--- config.mk ---
export PLATFORM = sky130hd
export DESIGN_NAME = adc_serial_sampler
export DESIGN_NICKNAME = d
export VERILOG_FILES = /design/src/rtl/adc_pkg.sv /design/src/rtl/adc_sclk_div.sv /design/src/rtl/adc_serial_sampler.sv
export SDC_FILE = /design/constraint.sdc
export NUM_CORES = 1
export LEC_CHECK = 0
export ABC_AREA = 1
export ABC_CLOCK_PERIOD_IN_PS = 2300
export BUFFER_PORTS_ARGS = -buffer_cell sky130_fd_sc_hd__buf_2
export CORE_ASPECT_RATIO = 0.6
export CORE_UTILIZATION = 55
export DETAILED_ROUTE_END_ITERATION = 10
export GPL_ROUTABILITY_DRIVEN = 0
export MAX_ROUTING_LAYER = met4
export PLACE_DENSITY = 0.85
export SETUP_SLACK_MARGIN = 0.4
export SLEW_MARGIN = 20
export SYNTH_ARGS = -nofsm -noshare
export SYNTH_HDL_FRONTEND = slang
export SYNTH_HIERARCHICAL = 1
export SYNTH_SLANG_ARGS = --single-unit
--- constraint.sdc ---
create_clock -name clk -period 2.3 [get_ports clk]
set_clock_uncertainty 0.15 [all_clocks]
set_input_delay 0.345 -clock clk [delete_from_list [all_inputs] [get_ports clk]]
set_output_delay 0.345 -clock clk [all_outputs]
set_load 0.1 [all_outputs]
--- src/rtl/adc_pkg.sv ---
// Shared definitions for the serial ADC sampler.
//   ADC_BITS_DEF : default conversion frame width (= adc_data width)
//   adc_state_e  : sequencing FSM encoding (IDLE/SETUP/SHIFT/GAP)
package adc_pkg;

    localparam int ADC_BITS_DEF = 16;

    localparam logic [1:0] ST_IDLE_ENC  = 2'd0;
    localparam logic [1:0] ST_SETUP_ENC = 2'd1;
    localparam logic [1:0] ST_SHIFT_ENC = 2'd2;
    localparam logic [1:0] ST_GAP_ENC   = 2'd3;

    typedef enum logic [1:0] {
        ST_IDLE  = ST_IDLE_ENC,
        ST_SETUP = ST_SETUP_ENC,
        ST_SHIFT = ST_SHIFT_ENC,
        ST_GAP   = ST_GAP_ENC
    } adc_state_e;

endpackage

--- src/rtl/adc_sclk_div.sv ---
// Serial clock generator for the ADC interface.
// A down-counter times each sclk half-period; on terminal count the sclk
// level toggles and a one-cycle strobe marks the edge about to happen.
// Ports:
//   clk        in  system clock
//   rst        in  synchronous active-high reset
//   run        in  1 = generate sclk; 0 = hold sclk low, counter reloaded
//   sclk       out serial clock level (registered, idles low)
//   sclk_rise  out high in the cycle whose closing edge drives sclk 0->1
//   sclk_fall  out high in the cycle whose closing edge drives sclk 1->0
module adc_sclk_div #(
    parameter int CLK_DIV = 4
) (
    input  logic clk,
    input  logic rst,
    input  logic run,
    output logic sclk,
    output logic sclk_rise,
    output logic sclk_fall
);

    localparam int CW = $clog2(CLK_DIV + 1);
    localparam logic [CW-1:0] RELOAD = CW'(CLK_DIV - 1);

    logic [CW-1:0] cnt_q, cnt_d;
    logic          sclk_q, sclk_d;
    logic          tc;

    assign tc = (cnt_q == '0);

    always_comb begin
        cnt_d  = cnt_q;
        sclk_d = sclk_q;
        if (!run) begin
            cnt_d  = RELOAD;
            sclk_d = 1'b0;
        end else if (tc) begin
            cnt_d  = RELOAD;
            sclk_d = ~sclk_q;
        end else begin
            cnt_d = cnt_q - CW'(1);
        end
    end

    always_ff @(posedge clk) begin
        if (rst) begin
            cnt_q  <= RELOAD;
            sclk_q <= 1'b0;
        end else begin
            cnt_q  <= cnt_d;
            sclk_q <= sclk_d;
        end
    end

    assign sclk      = sclk_q;
    assign sclk_rise = run & tc & ~sclk_q;
    assign sclk_fall = run & tc &  sclk_q;

endmodule

--- src/rtl/adc_serial_sampler.sv ---
// Serial ADC sampler: runs back-to-back SPI-style conversions, averages
// 2**AVG_LOG2 frames and hands the result to the temperature datapath.
//
// state | meaning
// ------+-----------------------------------------------------------
// IDLE  | cs_n high, sclk low, accumulator cleared; waits for en
// SETUP | cs_n low for CLK_DIV cycles before the first sclk edge
// SHIFT | ADC_BITS sclk periods, sdo captured on each rising edge
// GAP   | cs_n high for CONV_GAP cycles; result lands on entry
//
// Ports:
//   clk        in  system clock
//   rst        in  synchronous active-high reset
//   en         in  1 = convert continuously
//   adc_cs_n   out ADC chip select, active low
//   adc_sclk   out ADC serial clock, idles low
//   adc_sdo    in  ADC serial data, MSB first
//   adc_data   out averaged result
//   adc_valid  out adc_data holds an unconsumed result
//   adc_ready  in  consumer accepts (transfer = valid & ready)
//   overrun    out sticky: an unconsumed result was overwritten
module adc_serial_sampler
    import adc_pkg::*;
#(
    parameter int CLK_DIV  = 4,
    parameter int ADC_BITS = ADC_BITS_DEF,
    parameter int AVG_LOG2 = 2,
    parameter int CONV_GAP = 8
) (
    input  logic                clk,
    input  logic                rst,
    input  logic                en,
    output logic                adc_cs_n,
    output logic                adc_sclk,
    input  logic                adc_sdo,
    output logic [ADC_BITS-1:0] adc_data,
    output logic                adc_valid,
    input  logic                adc_ready,
    output logic                overrun
);

    localparam int ACC_W = ADC_BITS + AVG_LOG2;
    localparam int CNV_W = AVG_LOG2 + 1;
    localparam int BIT_W = $clog2(ADC_BITS);
    localparam int TMR_W = $clog2(((CLK_DIV > CONV_GAP) ? CLK_DIV : CONV_GAP) + 1);

    localparam logic [CNV_W-1:0] CNV_LAST  = CNV_W'((1 << AVG_LOG2) - 1);
    localparam logic [BIT_W-1:0] BIT_LAST  = BIT_W'(ADC_BITS - 1);
    localparam logic [TMR_W-1:0] TMR_SETUP = TMR_W'(CLK_DIV - 1);
    localparam logic [TMR_W-1:0] TMR_GAP   = TMR_W'(CONV_GAP - 1);

    adc_state_e          state_q, state_d;
    logic [TMR_W-1:0]    tmr_q, tmr_d;
    logic [BIT_W-1:0]    bit_q, bit_d;
    logic [ADC_BITS-1:0] shift_q, shift_d;
    logic [ACC_W-1:0]    acc_q, acc_d;
    logic [CNV_W-1:0]    cnv_q, cnv_d;
    logic                drop_q, drop_d;
    logic [ADC_BITS-1:0] data_q, data_d;
    logic                valid_q, valid_d;
    logic                overrun_q, overrun_d;
    logic                cs_n_q, cs_n_d;

    logic                sclk_rise, sclk_fall;
    logic [ACC_W-1:0]    acc_sum;

    adc_sclk_div #(
        .CLK_DIV (CLK_DIV)
    ) u_sclk_div (
        .clk       (clk),
        .rst       (rst),
        .run       (state_q == ST_SHIFT),
        .sclk      (adc_sclk),
        .sclk_rise (sclk_rise),
        .sclk_fall (sclk_fall)
    );

    // Accumulator is wide enough for 2**AVG_LOG2 full-scale words.
    assign acc_sum = acc_q + ACC_W'(shift_q);

    always_comb begin
        state_d   = state_q;
        tmr_d     = tmr_q;
        bit_d     = bit_q;
        shift_d   = shift_q;
        acc_d     = acc_q;
        cnv_d     = cnv_q;
        drop_d    = drop_q;
        data_d    = data_q;
        valid_d   = valid_q;
        overrun_d = overrun_q;

        if (valid_q && adc_ready) begin
            valid_d = 1'b0;
        end

        case (state_q)
            ST_IDLE: begin
                acc_d  = '0;
                cnv_d  = CNV_LAST;
                drop_d = 1'b0;
                if (en) begin
                    state_d = ST_SETUP;
                    tmr_d   = TMR_SETUP;
                end
            end
            ST_SETUP: begin
                if (!en) begin
                    drop_d = 1'b1;
                end
                if (tmr_q == '0) begin
                    state_d = ST_SHIFT;
                    bit_d   = BIT_LAST;
                end else begin
                    tmr_d = tmr_q - TMR_W'(1);
                end
            end
            ST_SHIFT: begin
                // Any en drop during the frame marks it for discard; the
                // frame itself still runs to completion on the pins.
                if (!en) begin
                    drop_d = 1'b1;
                end
                if (sclk_rise) begin
                    shift_d = {shift_q[ADC_BITS-2:0], adc_sdo};
                end
                if (sclk_fall) begin
                    if (bit_q == '0) begin
                        state_d = ST_GAP;
                        tmr_d   = TMR_GAP;
                        if (drop_q || !en) begin
                            acc_d = '0;
                            cnv_d = CNV_LAST;
                        end else if (cnv_q == '0) begin
                            data_d  = acc_sum[ACC_W-1:AVG_LOG2];
                            valid_d = 1'b1;
                            if (valid_q && !adc_ready) begin
                                overrun_d = 1'b1;
                            end
                            acc_d = '0;
                            cnv_d = CNV_LAST;
                        end else begin
                            acc_d = acc_sum;
                            cnv_d = cnv_q - CNV_W'(1);
                        end
                    end else begin
                        bit_d = bit_q - BIT_W'(1);
                    end
                end
            end
            ST_GAP: begin
                if (tmr_q == '0) begin
                    drop_d = 1'b0;
                    if (en) begin
                        state_d = ST_SETUP;
                        tmr_d   = TMR_SETUP;
                    end else begin
                        state_d = ST_IDLE;
                        acc_d   = '0;
                        cnv_d   = CNV_LAST;
                    end
                end else begin
                    tmr_d = tmr_q - TMR_W'(1);
                end
            end
            default: begin
                state_d = ST_IDLE;
            end
        endcase

        // Chip select is registered from the next state so it moves on the
        // same edge as the FSM and never glitches.
        cs_n_d = !((state_d == ST_SETUP) || (state_d == ST_SHIFT));
    end

    always_ff @(posedge clk) begin
        if (rst) begin
            state_q   <= ST_IDLE;
            tmr_q     <= '0;
            bit_q     <= '0;
            shift_q   <= '0;
            acc_q     <= '0;
            cnv_q     <= CNV_LAST;
            drop_q    <= 1'b0;
            data_q    <= '0;
            valid_q   <= 1'b0;
            overrun_q <= 1'b0;
            cs_n_q    <= 1'b1;
        end else begin
            state_q   <= state_d;
            tmr_q     <= tmr_d;
            bit_q     <= bit_d;
            shift_q   <= shift_d;
            acc_q     <= acc_d;
            cnv_q     <= cnv_d;
            drop_q    <= drop_d;
            data_q    <= data_d;
            valid_q   <= valid_d;
            overrun_q <= overrun_d;
            cs_n_q    <= cs_n_d;
        end
    end

    assign adc_cs_n  = cs_n_q;
    assign adc_data  = data_q;
    assign adc_valid = valid_q;
    assign overrun   = overrun_q;

endmodule

==> results of run 1 <==
[synth_stat cells]
library cell,number,share of area [%]
nand2_1,140,13
nor2_1,86,8.2
dfxtp_1,71,36
inv_1,64,6.1
a21oi_1,47,6.0
o21ai_0,47,6.0
ha_1,27,8.6
nand3_1,27,3.4
clkbuf_1,10,0.95
xor2_1,7,1.6
a21o_1,6,1.1
inv_2,5,0.48
nor3_1,5,0.64
nand3b_1,4,0.76
buf_2,3,0.38
nand4_1,3,0.48
xnor2_1,3,0.67
a221oi_1,2,0.45
and2_1,2,0.32
nand2_2,2,0.32
o211ai_1,2,0.38
a211oi_1,1,0.19
a21oi_4,1,0.41
a22oi_1,1,0.19
buf_6,1,0.29
fa_1,1,0.51
nand3_2,1,0.25
nor2_2,1,0.16
nor2_4,1,0.29
nor3_4,1,0.41
nor4_2,1,0.32
o21a_1,1,0.19
o21ai_1,1,0.13
o31ai_1,1,0.19
or2_2,1,0.16
[worst paths after layout]
kind	start	end
worst max-delay path	state_q[0]	acc_q[12]
worst min-delay path	adc_sdo	shift_q[0]
worst max register to register	state_q[0]	acc_q[12]
worst min register to register	adc_data[1]	adc_data[1]
[critical path, stage by stage (launching register included)]
cell	delay [ns]
dfxtp_2	0.33
inv_2	0.08
ha_4	0.17
inv_6	0.05
nor2_4	0.13
inv_2	0.08
o21ai_4	0.16
nand3_4	0.11
nor3_4	0.24
buf_12	0.15
buf_6	0.14
nand3_1	0.08
a21oi_1	0.13
[final cells by class]
class                      count  share of cell area [%]
multi-input combinational    423                    49.4
sequential                    71                    27.0
timing repair buffer          66                    9.68
inverter                      69                    5.21
clock buffer                  11                    4.33
tap                           87                    2.02
clock inverter                 5                    1.98
timing repair inverter         2                   0.372
[per-stage QoR]
step	utilization (%)	setup slack, ns	hold slack (ns)
floorplan	-	0.345	0.215
global placement	62.1	0.306	0.226
detailed placement	62.1	0.195	0.240
CTS	70.9	0.388	0.149
global route	79.2	0.127	0.176
finish	79.2	0.230	0.128
[layout by cell type, fill, tap and decap left out, types with 8 or more instances in the layout]
master	count
a21oi_1	32
a21oi_2	15
buf_2	24
buf_4	30
buf_6	8
clkbuf_16	10
dfxtp_1	49
dfxtp_2	20
ha_1	11
ha_4	14
inv_1	55
inv_2	9
nand2_1	122
nand2_2	17
nand3_1	13
nand3_2	11
nor2_1	78
nor2_2	8
o21ai_0	33
o21ai_1	12
[power breakdown]
| part | switching (mW) | internal (mW) |
|---|---|---|
| Combinational | 0.495 | 0.292 |
| Sequential | 0.0369 | 1.28 |
| Clock | 0.553 | 1.06 |
| Total | 1.09 | 2.63 |
[kinds of logic (layout without fill, tap and decap cells)]
family / count (synthesis) / after routing / share of synthesized area (%)
AND/OR/NAND/NOR: 275 / 275 / 29.1
XOR/XNOR: 10 / 10 / 2.23
flip-flops: 71 / 71 / 36.1
buffers and inverters: 83 / 153 / 8.21
AO/OA/AOI/OAI: 110 / 110 / 15.2
adder cells (fa/ha/maj): 28 / 28 / 9.10
[metal layers]
layer  track usage, %  wire, um
met1             37.0      5180
met2             43.6      5830
met3             9.87      1290
met4             10.5       649
met5                -         0
[flip-flops by register name, indices dropped and copies added (netlist names), 2 cells and up]
| register | count |
|---|---|
| u_sclk_div/cnt_q | 3 |
| acc_q | 18 |
| tmr_q | 4 |
| cnv_q | 3 |
| shift_q | 16 |
| bit_q | 4 |
| state_q | 2 |
| adc_data | 16 |
[what timing repair did]
action                     in CTS  in global routing
hold buffers                    0                  0
pin swaps                      18                 29
gates resized for setup        38                113
cloned                          1                  4
hold endpoints to repair        0                  0
setup buffers                  11                 19
setup endpoints to repair      38                 61
==> results.yml, run 1 <==
floorplan:
  die_h_um: 67.5
  coreArea_sq_mm: 0.00679
  dieArea_sq_mm: 0.00751
  die_w_um: 111
  rows: 23
  start_util_pct: 57.9
  ios: 25
sta:
  hold_violations: 0
  tns_ns: 0
  tightest_slew_ns: 0.548
  grt_setup_unrepaired: "yes"
  fin_crit_sh_pct: 90.0
  finalSetupViolCount: 0
  maxSlewViolCount: 0
  fmax_mhz: 483
  layout_min_cycle_time_ns: 2.07
  slew_headroom_pct: 63.3
pwr:
  power.total_mw: 3.72
  peakVddDrop_v: 0.000560
  power_density_mw_per_mm2: 691
  leakagePower_nw: 2.46
global_route:
  grt_pass1_vias: 3525
  grt_pass1_wl_um: 16500
  grt_overflow_total: 0
  track_usage_pct: 29.2
  grt_max_degree: 37
  antenna_found_initial: 0
worst_hold_path:
  worstHoldPathType: "input pin to register"
  min_path_cells: 3
finish:
  register_area_sq_mm: 0.00145
  synthToLayoutAreaGrowth_pct: 36.7
  num-fill-cells: 396
  multi_input_area_sq_mm: 0.00265
  fin_area_sq_mm: 0.00538
  diodes: 0
  layout.cells.non_filler: 734
  final_nets: 675
  drive_above_1_share_pct: 31.8
clock_network:
  numCtsBuffers: 9
  cts_root_buf: "clkbuf_16"
  ctsLongestPathBuffers: 2
  clkTransAtPathRegs_ns: 0.06
  htreeDepth: 3
  tritoncts: "yes"
  clock-sinks: 71
  clk_latency_ns: 0.35
detailed_routing:
  num_vias: 4368
  ant_nets: 0
  avgRoutedWirePerCell_um: 17.6
  first_pass_iters: 9
  drcViolationCount: 6
  drt_iter0_drc: 668
  viasPerCell: 5.95
  routed_wl_um: 12900
yosys:
  synth.avg_cell_area_sq_um: 6.82
  syn_inst: 577
  synth_warnings: 6
  synthDistinctLibCells: 35
  ys_seq_elements: 71
  syn_area_sq_mm: 0.00393
  yosysSeqAreaShare_pct: 36.1
  syn-num-nets: 610
place:
  placed_cells: 683
  dp_hpwl_um: 7150
  port_buffers: 24
  place_area_sq_mm: 0.00422
flow_run:
  drv_cap: 0
setup_path:
  cp-start-kind: "register"
  reg2reg_depth: 12
  crit_arrival_ns: 2.19
  cp-end-kind: "register"
  critPathKind: "register to register"
  cp_data_required_time_ns: 2.42
  r2r_slack_ns: 0.23
  crit_fanout: 5
run_status:
  violations: "design-rule violations"
  status: "complete, but fails checks"
(Power assumes the default switching activity.)
==> run 2, diff against run 1 <==
--- a/config.mk
+++ b/config.mk
@@ -6,14 +6,14 @@
 export NUM_CORES = 1
 export LEC_CHECK = 0
 export ABC_AREA = 1
-export ABC_CLOCK_PERIOD_IN_PS = 2300
+export ABC_CLOCK_PERIOD_IN_PS = 2400
 export BUFFER_PORTS_ARGS = -buffer_cell sky130_fd_sc_hd__buf_2
 export CORE_ASPECT_RATIO = 0.6
 export CORE_UTILIZATION = 55
 export DETAILED_ROUTE_END_ITERATION = 10
 export GPL_ROUTABILITY_DRIVEN = 0
 export MAX_ROUTING_LAYER = met4
-export PLACE_DENSITY = 0.85
+export PLACE_DENSITY = 0.82
 export SETUP_SLACK_MARGIN = 0.4
 export SLEW_MARGIN = 20
 export SYNTH_ARGS = -nofsm -noshare
==> constraint.sdc (replaced) <==
create_clock -name clk -period 2.4 [get_ports clk]
set_clock_uncertainty 0.15 [all_clocks]
set_input_delay 0.36 -clock clk [delete_from_list [all_inputs] [get_ports clk]]
set_output_delay 0.36 -clock clk [all_outputs]
set_load 0.1 [all_outputs]
==> run 2 against run 1 <==
Net effect:
- the run still ends with design-rule violations left
- register-to-register slack improved by 0.09 ns
- wire length fell by 9.5%
- sequential cell count did not move
- hold slack improved by 0.024 ns
- critical path type unchanged
- highest routed layer unchanged
==> results.yml, run 2 (synthesis gave the netlist of run 1 again) <==
place:
  dp_hpwl_um: 7120
  port_buffers: 24
setup_path:
  reg2reg_depth: 10
  cp-end-kind: "register"
  critPathKind: "register to register"
  crit_fanout: 5
  r2r-start: "bit_q[0]"
  cp_data_required_time_ns: 2.52
  endpoint: "acc_q[8]"
  rr_endpoint: "acc_q[8]"
  crit_arrival_ns: 2.20
  r2r_slack_ns: 0.32
  crit_start: "bit_q[0]"
  cp-start-kind: "register"
detailed_routing:
  avgRoutedWirePerCell_um: 16.4
  drcViolationCount: 7
  first_pass_iters: 8
  drt_iter0_drc: 379
  routed_wl_um: 11700
  viasPerCell: 5.73
  num_vias: 4089
  ant_nets: 0
finish:
  top_register: "acc_q"
  layout_commonest_cell: "nand2_1"
  diodes: 0
  largest_register_ffs: 18
  synthToLayoutAreaGrowth_pct: 26.5
  final_nets: 654
  drive_above_1_share_pct: 23.6
  layout_common_cells: "129 x nand2_1, 82 x nor2_1, 61 x dfxtp_1, 58 x inv_1, 44 x o21ai_0"
floorplan:
  rows: 23
  die_w_um: 111
  start_util_pct: 57.9
  coreArea_sq_mm: 0.00679
  ios: 25
  dieArea_sq_mm: 0.00751
  die_h_um: 67.5
clock_network:
  clock-sinks: 71
  clk_latency_ns: 0.34
  ctsLongestPathBuffers: 2
  htreeDepth: 3
  numCtsBuffers: 9
  tritoncts: "yes"
  cts_root_buf: "clkbuf_16"
  clkTransAtPathRegs_ns: 0.06
pwr:
  leakagePower_nw: 2.33
  power.total_mw: 3.30
  peakVddDrop_v: 0.000517
  power_density_mw_per_mm2: 663
run_status:
  status: "complete, but fails checks"
  violations: "design-rule violations"
global_route:
  grt_overflow_total: 0
  grt_max_degree: 37
  grt_pass1_vias: 3521
  antenna_found_initial: 0
  grt_pass1_wl_um: 16900
  track_usage_pct: 30.2
sta:
  fin_crit_sh_pct: 86.8
  tightest_slew_ns: 0.545
  slew_headroom_pct: 63.5
  fmax_mhz: 480
  grt_setup_unrepaired: "yes"
  hold_violations: 0
  tns_ns: 0
  maxSlewViolCount: 0
  finalSetupViolCount: 0
  layout_min_cycle_time_ns: 2.08
flow_run:
  drv_cap: 0
worst_hold_path:
  worstHoldPathType: "input pin to register"
## run 2: per-layer routing
metal  GRT usage [%]  vias up  routed length (um)
met5               -        -                   0
met4            10.3        0                 246
met3            7.27       33                1060
li1                -     1947                   -
met2            47.0      224                5330
met1            38.9     1885                5070
## run 2: where the power goes
part           internal (mW)  switching, mW  total [mW]
Clock                  0.965          0.500        1.46
Sequential              1.23         0.0322        1.26
Combinational          0.186          0.391       0.578
Total                   2.38          0.923        3.30
## run 2: worst max-delay path: stages, from the launching register on
cell	delay, ns
dfxtp_1	0.32
inv_1	0.08
ha_2	0.21
nand3_2	0.16
o21ai_2	0.21
nand3_2	0.13
nor3_4	0.26
buf_6	0.15
buf_6	0.13
nand2_2	0.07
a21oi_2	0.15
## run 2: worst min-delay path by stage
| stage | endpoint | cells past startpoint | slack, ns | start |
|---|---|---|---|---|
| floorplan | u_sclk_div/cnt_q[0] | 1 | 0.22 | u_sclk_div/cnt_q[0] |
| global placement | u_sclk_div/cnt_q[0] | 1 | 0.22 | u_sclk_div/cnt_q[0] |
| detailed placement | u_sclk_div/cnt_q[0] | 1 | 0.23 | u_sclk_div/cnt_q[0] |
| CTS | shift_q[0] | 3 | 0.14 | adc_sdo |
| global route | shift_q[0] | 3 | 0.19 | adc_sdo |
| finish | shift_q[0] | 3 | 0.15 | adc_sdo |
## run 2: per-stage QoR
step           hold slack, ns  util (%)  setup slack [ns]  cells  area (sq um)
2_1_floorplan           0.215         -             0.416    577          3980
3_3_place_gp            0.225      61.9             0.368    682          4200
3_5_place_dp            0.234      61.9             0.233    682          4200
4_1_cts                 0.141      68.3             0.401    706          4640
5_1_grt                 0.192      73.3             0.221    713          4980
6_report                0.152      73.3             0.317    713          4980
## run 2: layout make-up
type                    instances  area [sq um]
repair buffers                 46           312
inverters                      69           267
clock inverters                 3          65.1
well taps                      87           109
flip-flops and latches         71          1440
fillers                       509          1810
clock buffers                  13           260
multi-input cells             423          2520
repair inverters                1          5.00
## run 2: what timing repair did
action,4_1_cts,5_1_grt
gates resized for setup,17,73
hold buffers,0,0
pin swaps,3,22
setup endpoints to repair,31,40
cloned,2,1
hold endpoints to repair,0,0
buffers inserted,6,6
